<file path="src/rtl/inst_fetch_pkg.sv">
// Shared types and helpers for the instruction fetch controller.
package inst_fetch_pkg;

  typedef enum logic [1:0] {
    ST_WAIT,
    ST_RUN,
    ST_HALTED
  } fetch_state_e;

  localparam int unsigned PC_STEP         = 4;
  localparam logic [31:0] WORD_ALIGN_MASK = 32'hFFFF_FFFC;

  // Sequential fetch address; mem_bytes is a power of two, so the mask is the modulo.
  function automatic logic [31:0] next_pc(input logic [31:0] pc, input int unsigned mem_bytes);
    return (pc + PC_STEP) & (mem_bytes - 1);
  endfunction

endpackage

</file>
<file path="src/rtl/fetch_fifo.sv">
// Prefetch FIFO holding {instruction, pc} entries; flush empties it in one cycle.
module fetch_fifo #(
  parameter int DEPTH = 2,
  parameter int WIDTH = 64
) (
  input  logic             clk,
  input  logic             reset,
  input  logic             push,
  input  logic             pop,
  input  logic             flush,
  input  logic [WIDTH-1:0] wdata,
  output logic             full,
  output logic             empty,
  output logic [WIDTH-1:0] rdata
);

  localparam int AW = $clog2(DEPTH);

  logic [AW:0]      r_wr_ptr;
  logic [AW:0]      r_rd_ptr;
  logic [WIDTH-1:0] r_mem [DEPTH];

  assign empty = (r_wr_ptr == r_rd_ptr);
  assign full  = (r_wr_ptr[AW] != r_rd_ptr[AW]) && (r_wr_ptr[AW-1:0] == r_rd_ptr[AW-1:0]);
  assign rdata = r_mem[r_rd_ptr[AW-1:0]];

  // NOTE: state registers use non-blocking assignments so every flop samples pre-edge values.
  always_ff @(posedge clk) begin
    if (!reset || flush) begin
      r_wr_ptr <= '0;
      r_rd_ptr <= '0;
    end else begin
      if (push) r_wr_ptr <= r_wr_ptr + 1'b1;
      if (pop)  r_rd_ptr <= r_rd_ptr + 1'b1;
    end
  end

  // NOTE: storage is not reset; emptiness comes from the pointers, so stale contents are never visible.
  always_ff @(posedge clk) begin
    if (push) r_mem[r_wr_ptr[AW-1:0]] <= wdata;
  end

  a_no_overflow: assert property (@(posedge clk) disable iff (!reset) !(push && full && !pop));
  a_no_underflow: assert property (@(posedge clk) disable iff (!reset) !(pop && empty));

endmodule

</file>
<file path="src/rtl/inst_fetch_ctrl.sv">
// Instruction fetch sequencer: drives mem_pc, buffers returned words, hands {instr, pc} to decode.
module inst_fetch_ctrl
  import inst_fetch_pkg::*;
#(
  parameter int                ADDR_W     = 32,
  parameter int                MEM_BYTES  = 32,
  parameter int                FIFO_DEPTH = 2,
  parameter logic [ADDR_W-1:0] RESET_PC   = '0
) (
  input  logic              clk,
  input  logic              reset,
  output logic [ADDR_W-1:0] mem_pc,
  input  logic [31:0]       mem_instr,
  input  logic              redirect_valid,
  input  logic [ADDR_W-1:0] redirect_pc,
  input  logic              halt,
  output logic              inst_valid,
  input  logic              inst_ready,
  output logic [31:0]       inst_data,
  output logic [ADDR_W-1:0] inst_pc,
  output logic              busy
);

  localparam int ENTRY_W = 32 + ADDR_W;

  fetch_state_e      r_state;
  fetch_state_e      w_state_nxt;
  logic [ADDR_W-1:0] r_fetch_pc;
  logic [ADDR_W-1:0] w_fetch_pc_nxt;
  logic [ADDR_W-1:0] w_pc_inc;
  logic [ADDR_W-1:0] w_redirect_tgt;
  logic              w_push;
  logic              w_pop;
  logic              w_full;
  logic              w_empty;
  logic [ENTRY_W-1:0] w_head;

  assign w_pc_inc       = ADDR_W'(next_pc(32'(r_fetch_pc), MEM_BYTES));
  assign w_redirect_tgt = redirect_pc & ADDR_W'(WORD_ALIGN_MASK) & ADDR_W'(MEM_BYTES - 1);
  assign w_pop          = !w_empty && inst_ready;

  // NOTE: every output of this block gets a default first, so no path can infer a latch.
  always_comb begin
    w_state_nxt    = r_state;
    w_fetch_pc_nxt = r_fetch_pc;
    w_push         = 1'b0;
    case (r_state)
      ST_WAIT:   w_state_nxt = halt ? ST_HALTED : ST_RUN;
      ST_RUN: begin
        if (halt) begin
          w_state_nxt = ST_HALTED;
        end else if (!redirect_valid && (!w_full || w_pop)) begin
          w_push         = 1'b1;
          w_fetch_pc_nxt = w_pc_inc;
        end
      end
      ST_HALTED: if (!halt) w_state_nxt = ST_RUN;
      default:   w_state_nxt = ST_WAIT;
    endcase
    if (redirect_valid) w_fetch_pc_nxt = w_redirect_tgt;
  end

  always_ff @(posedge clk) begin
    if (!reset) begin
      r_state    <= ST_WAIT;
      r_fetch_pc <= RESET_PC;
    end else begin
      r_state    <= w_state_nxt;
      r_fetch_pc <= w_fetch_pc_nxt;
    end
  end

  fetch_fifo #(
    .DEPTH (FIFO_DEPTH),
    .WIDTH (ENTRY_W)
  ) u_fetch_fifo (
    .clk   (clk),
    .reset (reset),
    .push  (w_push),
    .pop   (w_pop),
    .flush (redirect_valid),
    .wdata ({mem_instr, r_fetch_pc}),
    .full  (w_full),
    .empty (w_empty),
    .rdata (w_head)
  );

  assign mem_pc     = r_fetch_pc;
  assign inst_valid = !w_empty;
  assign inst_data  = w_empty ? '0 : w_head[ENTRY_W-1 -: 32];
  assign inst_pc    = w_empty ? '0 : w_head[ADDR_W-1:0];
  // WAIT counts as idle so busy reads 0 while reset holds the block.
  assign busy       = (r_state == ST_RUN) || !w_empty;

endmodule

</file>
<file path="config.mk">
export PLATFORM = sky130hd
export DESIGN_NAME = inst_fetch_ctrl
export DESIGN_NICKNAME = d
export VERILOG_FILES = /design/src/rtl/inst_fetch_pkg.sv /design/src/rtl/fetch_fifo.sv /design/src/rtl/inst_fetch_ctrl.sv
export SDC_FILE = /design/constraint.sdc
export NUM_CORES = 1
export LEC_CHECK = 0
export ABC_AREA = 1
export CAP_MARGIN = 20
export CORE_MARGIN = 4
export CORE_UTILIZATION = 40
export DETAILED_ROUTE_END_ITERATION = 10
export GPL_TIMING_DRIVEN = 0
export PLACE_DENSITY_LB_ADDON = 0.08
export SLEW_MARGIN = 20
export SYNTH_ARGS = -nofsm -noshare
export SYNTH_HDL_FRONTEND = slang
export SYNTH_SLANG_ARGS = --single-unit
</file>
<file path="constraint.sdc">
create_clock -name clk -period 6 [get_ports clk]
set_input_delay 1.2 -clock clk [delete_from_list [all_inputs] [get_ports clk]]
set_output_delay 1.2 -clock clk [all_outputs]
set_load 0.05 [all_outputs]
</file>
==> results_dict.tcl <==
set metrics [dict create \
    status "completed" \
    ctsHoldBuffers 0 \
    grt_overflow 0 \
    fmax_mhz 278 \
    place.gp.congestion 0.746 \
    tns_ns 0 \
    ys_seq_area_frac 0.637 \
    cts-resized-gates 0 \
    seqPwrFrac 0.512 \
    wl_met3_um 622 \
    htreeDepth 3 \
    diodes 0 \
    layout_min_cycle_time_ns 3.60 \
    grt_setup_unrepaired "no" \
    start_util 0.412 \
    max_cap_violations 0 \
    layout-drive-gt1-share 0.211 \
    clkTransAtPathRegs_ns 0.08 \
    relSlewSlack 0.627 \
    timing.final.max_slew_violations 0 \
    layout.cells.non_filler 583 \
    die_y_um 103 \
    critPathLaunchType "flop" \
    p_clk_frac 0.337 \
    wire_per_inst_um 12.0 \
    crit_fanout 10 \
    worst_clock_skew_ns 0.00808 \
    drc 0 \
    wl_met1_mm 2.92 \
    num_vias 2404 \
    die-area_mm2 0.0106 \
    io_pins 167 \
    p_sw_frac 0.248 \
    drt-total-wl_mm 7.00 \
    grt_max_degree 21 \
    synth_cells 322 \
    track_usage 0.133 \
    cts_tree "done" \
    power.internal_uw 901 \
    cts_max_path_buffers 2 \
    antenna_found_initial 0 \
    synth_seq_cells 80 \
    die_x_um 103 \
    vdd_ir_drop_max_mv 0.137 \
    placementRows 34 \
    worstSetupEndpointType "output pin" \
    routed.top_layer "met4" \
    yosysWarnings 0 \
    numCtsBuffers 9 \
    worst_slew_pin_slew_ns 0.558 \
    yosys_most_used_dff "edfxtp_1" \
    p_switching_uw 297 \
    postCtsSetupBuffers 0 \
    worstSetupPathType "reg -> out" \
    synthArstFlopShare 0 \
    nets 541 \
    met2_length_mm 3.35 \
    avgSynthCellArea_um2 11.2 \
    powerDensity_mw_per_mm2 239 \
    grt_pass1_wl_mm 10.5 \
    placed_cells 568 \
    setup_violations 0 \
    syn_to_final_growth_pct 38.8 \
    drt_iter0_markers 93 \
    ys_types 23 \
    fin_util 0.572 \
    hold_class "reg -> reg" \
    io_buffers 79 \
    viasPerCell 4.12 \
    ant_nets 0 \
    cp.required_ns 4.80 \
    grt_pass1_vias 2201 \
    p_leak_uw 0.00204 \
    clock_sinks 80 \
    synth-edff-count 70 \
    synth.cell_area_mm2 0.00361 \
    finalCritPeriodShare 0.600 \
    core_area_mm2 0.00876 \
    cts_root_buf "clkbuf_8" \
    dpl.hpwl_mm 5.11 \
    r2r_slack_ns 4.12 \
    cp_cell_sequence "buf_2, clkbuf_1, nand2_1, a21oi_1, clkdlybuf4s50_1" \
    pwr-share-comb 0.150 \
    max_stage_delay_ns 0.82 \
    crit_arrival_ns 2.40 \
    clk_latency_ns 0.34 \
    dr.pass1.iters 4 \
    cp_slowest_cell "clkdlybuf4s50_1" \
    hold_viol 0 \
]
[worst max-delay path: cells and delay by family (launching register included)]
family | cells | cell delay, ns
buffers and inverters | 3 | 1.46
flip-flops | 1 | 0.31
AO/OA/AOI/OAI | 1 | 0.19
AND/OR/NAND/NOR | 1 | 0.10
[cell usage in the layout (no fill, tap or decap)]
cell | Yosys | layout
a21oi_2 | 10 | 10
clkinv_1 | 1 | 3
dfxtp_1 | 10 | 10
a21oi_1 | 29 | 29
nand3_2 | 1 | 1
clkinv_2 | 0 | 1
xor2_1 | 2 | 2
buf_2 | 4 | 4
buf_16 | 0 | 2
edfxtp_1 | 70 | 70
clkdlybuf4s50_1 | 0 | 79
xnor2_1 | 1 | 1
nor2_4 | 0 | 1
conb_1 | 1 | 58
nand3_1 | 6 | 6
nand2_1 | 90 | 90
inv_4 | 1 | 1
nor2_1 | 10 | 9
nand3_4 | 1 | 1
inv_2 | 1 | 2
inv_1 | 11 | 10
buf_4 | 58 | 58
ha_1 | 1 | 1
clkbuf_1 | 3 | 4
bufinv_16 | 0 | 2
nand2_2 | 5 | 5
o21ai_0 | 3 | 3
clkbuf_8 | 0 | 9
buf_6 | 3 | 3
[sequential cells by signal, summed over array words and instances (netlist names), named ones only]
register,flops
u_fetch_fifo.r_rd_ptr,2
r_state,2
u_fetch_fifo.r_mem,70
u_fetch_fifo.r_wr_ptr,2
mem_pc,3
[metal layers]
layer	global-route usage	vias up
met5	0	-
met4	0.0538	0
met3	0.0318	10
met2	0.220	103
met1	0.168	1040
li1	-	1251
[worst paths after layout]
path | startpoint | to | cells after the start
worst max-delay path | flop | inst_data[12] | 5
worst min-delay path | u_fetch_fifo.r_rd_ptr[1] | u_fetch_fifo.r_rd_ptr[1] | 2
worst max register to register | u_fetch_fifo.r_wr_ptr[0] | u_fetch_fifo.r_mem[0][21] | 7
worst min register to register | u_fetch_fifo.r_rd_ptr[1] | u_fetch_fifo.r_rd_ptr[1] | 2
[power groups by stage]
| stage | logic [µW] | clock network (µW) | registers, µW |
|---|---|---|---|
| detailed placement | 179 | 0 | 626 |
| finish | 180 | 404 | 614 |
| CTS | 179 | 414 | 614 |
| global route | 191 | 443 | 614 |
| global placement | 176 | 0 | 626 |
| floorplan | 132 | 0 | 631 |
[layout make-up]
class,instances,area (µm²)
Fill cell,751,3750
Sequential cell,80,2300
Multi-Input combinational cell,217,976
Timing Repair Buffer,81,846
Buffer,68,500
Tap cell,108,135
Clock buffer,10,128
Clock inverter,5,72.6
Inverter,14,55.1
[cells in the mapped netlist (2+ instances only)]
cell type | n | area (µm²)
a21oi_1 | 29 | 145
nand2_1 | 90 | 338
xor2_1 | 2 | 17.5
clkbuf_1 | 3 | 11.3
o21ai_0 | 3 | 15.0
a21oi_2 | 10 | 87.6
inv_1 | 11 | 41.3
buf_2 | 4 | 20.0
buf_4 | 58 | 435
nand3_1 | 6 | 30.0
dfxtp_1 | 10 | 200
edfxtp_1 | 70 | 2100
nand2_2 | 5 | 31.3
nor2_1 | 10 | 37.5
buf_6 | 3 | 33.8
[per-stage QoR]
| step | area, µm² | power [µW] | hold WS, ns | setup WS (ns) |
|---|---|---|---|---|
| floorplan | 3830 | 763 | 0.476 | 2.59 |
| global placement | 4750 | 803 | 0.498 | 1.06 |
| detailed placement | 4810 | 805 | 0.502 | 2.74 |
| CTS | 5010 | 1210 | 0.516 | 2.34 |
| global route | 5010 | 1250 | 0.544 | 2.20 |
| finish | 5010 | 1200 | 0.514 | 2.40 |
[logic make-up after synthesis]
group / Yosys count / share of synthesized area
xor+xnor: 3 / 0.00728
compound gates: 42 / 0.0686
buf+inv: 82 / 0.154
simple gates: 113 / 0.129
flops: 80 / 0.637
other cells: 1 / 0.00104
fa+ha+maj: 1 / 0.00346
No activity file was read; power rests on OpenSTA's default activity.
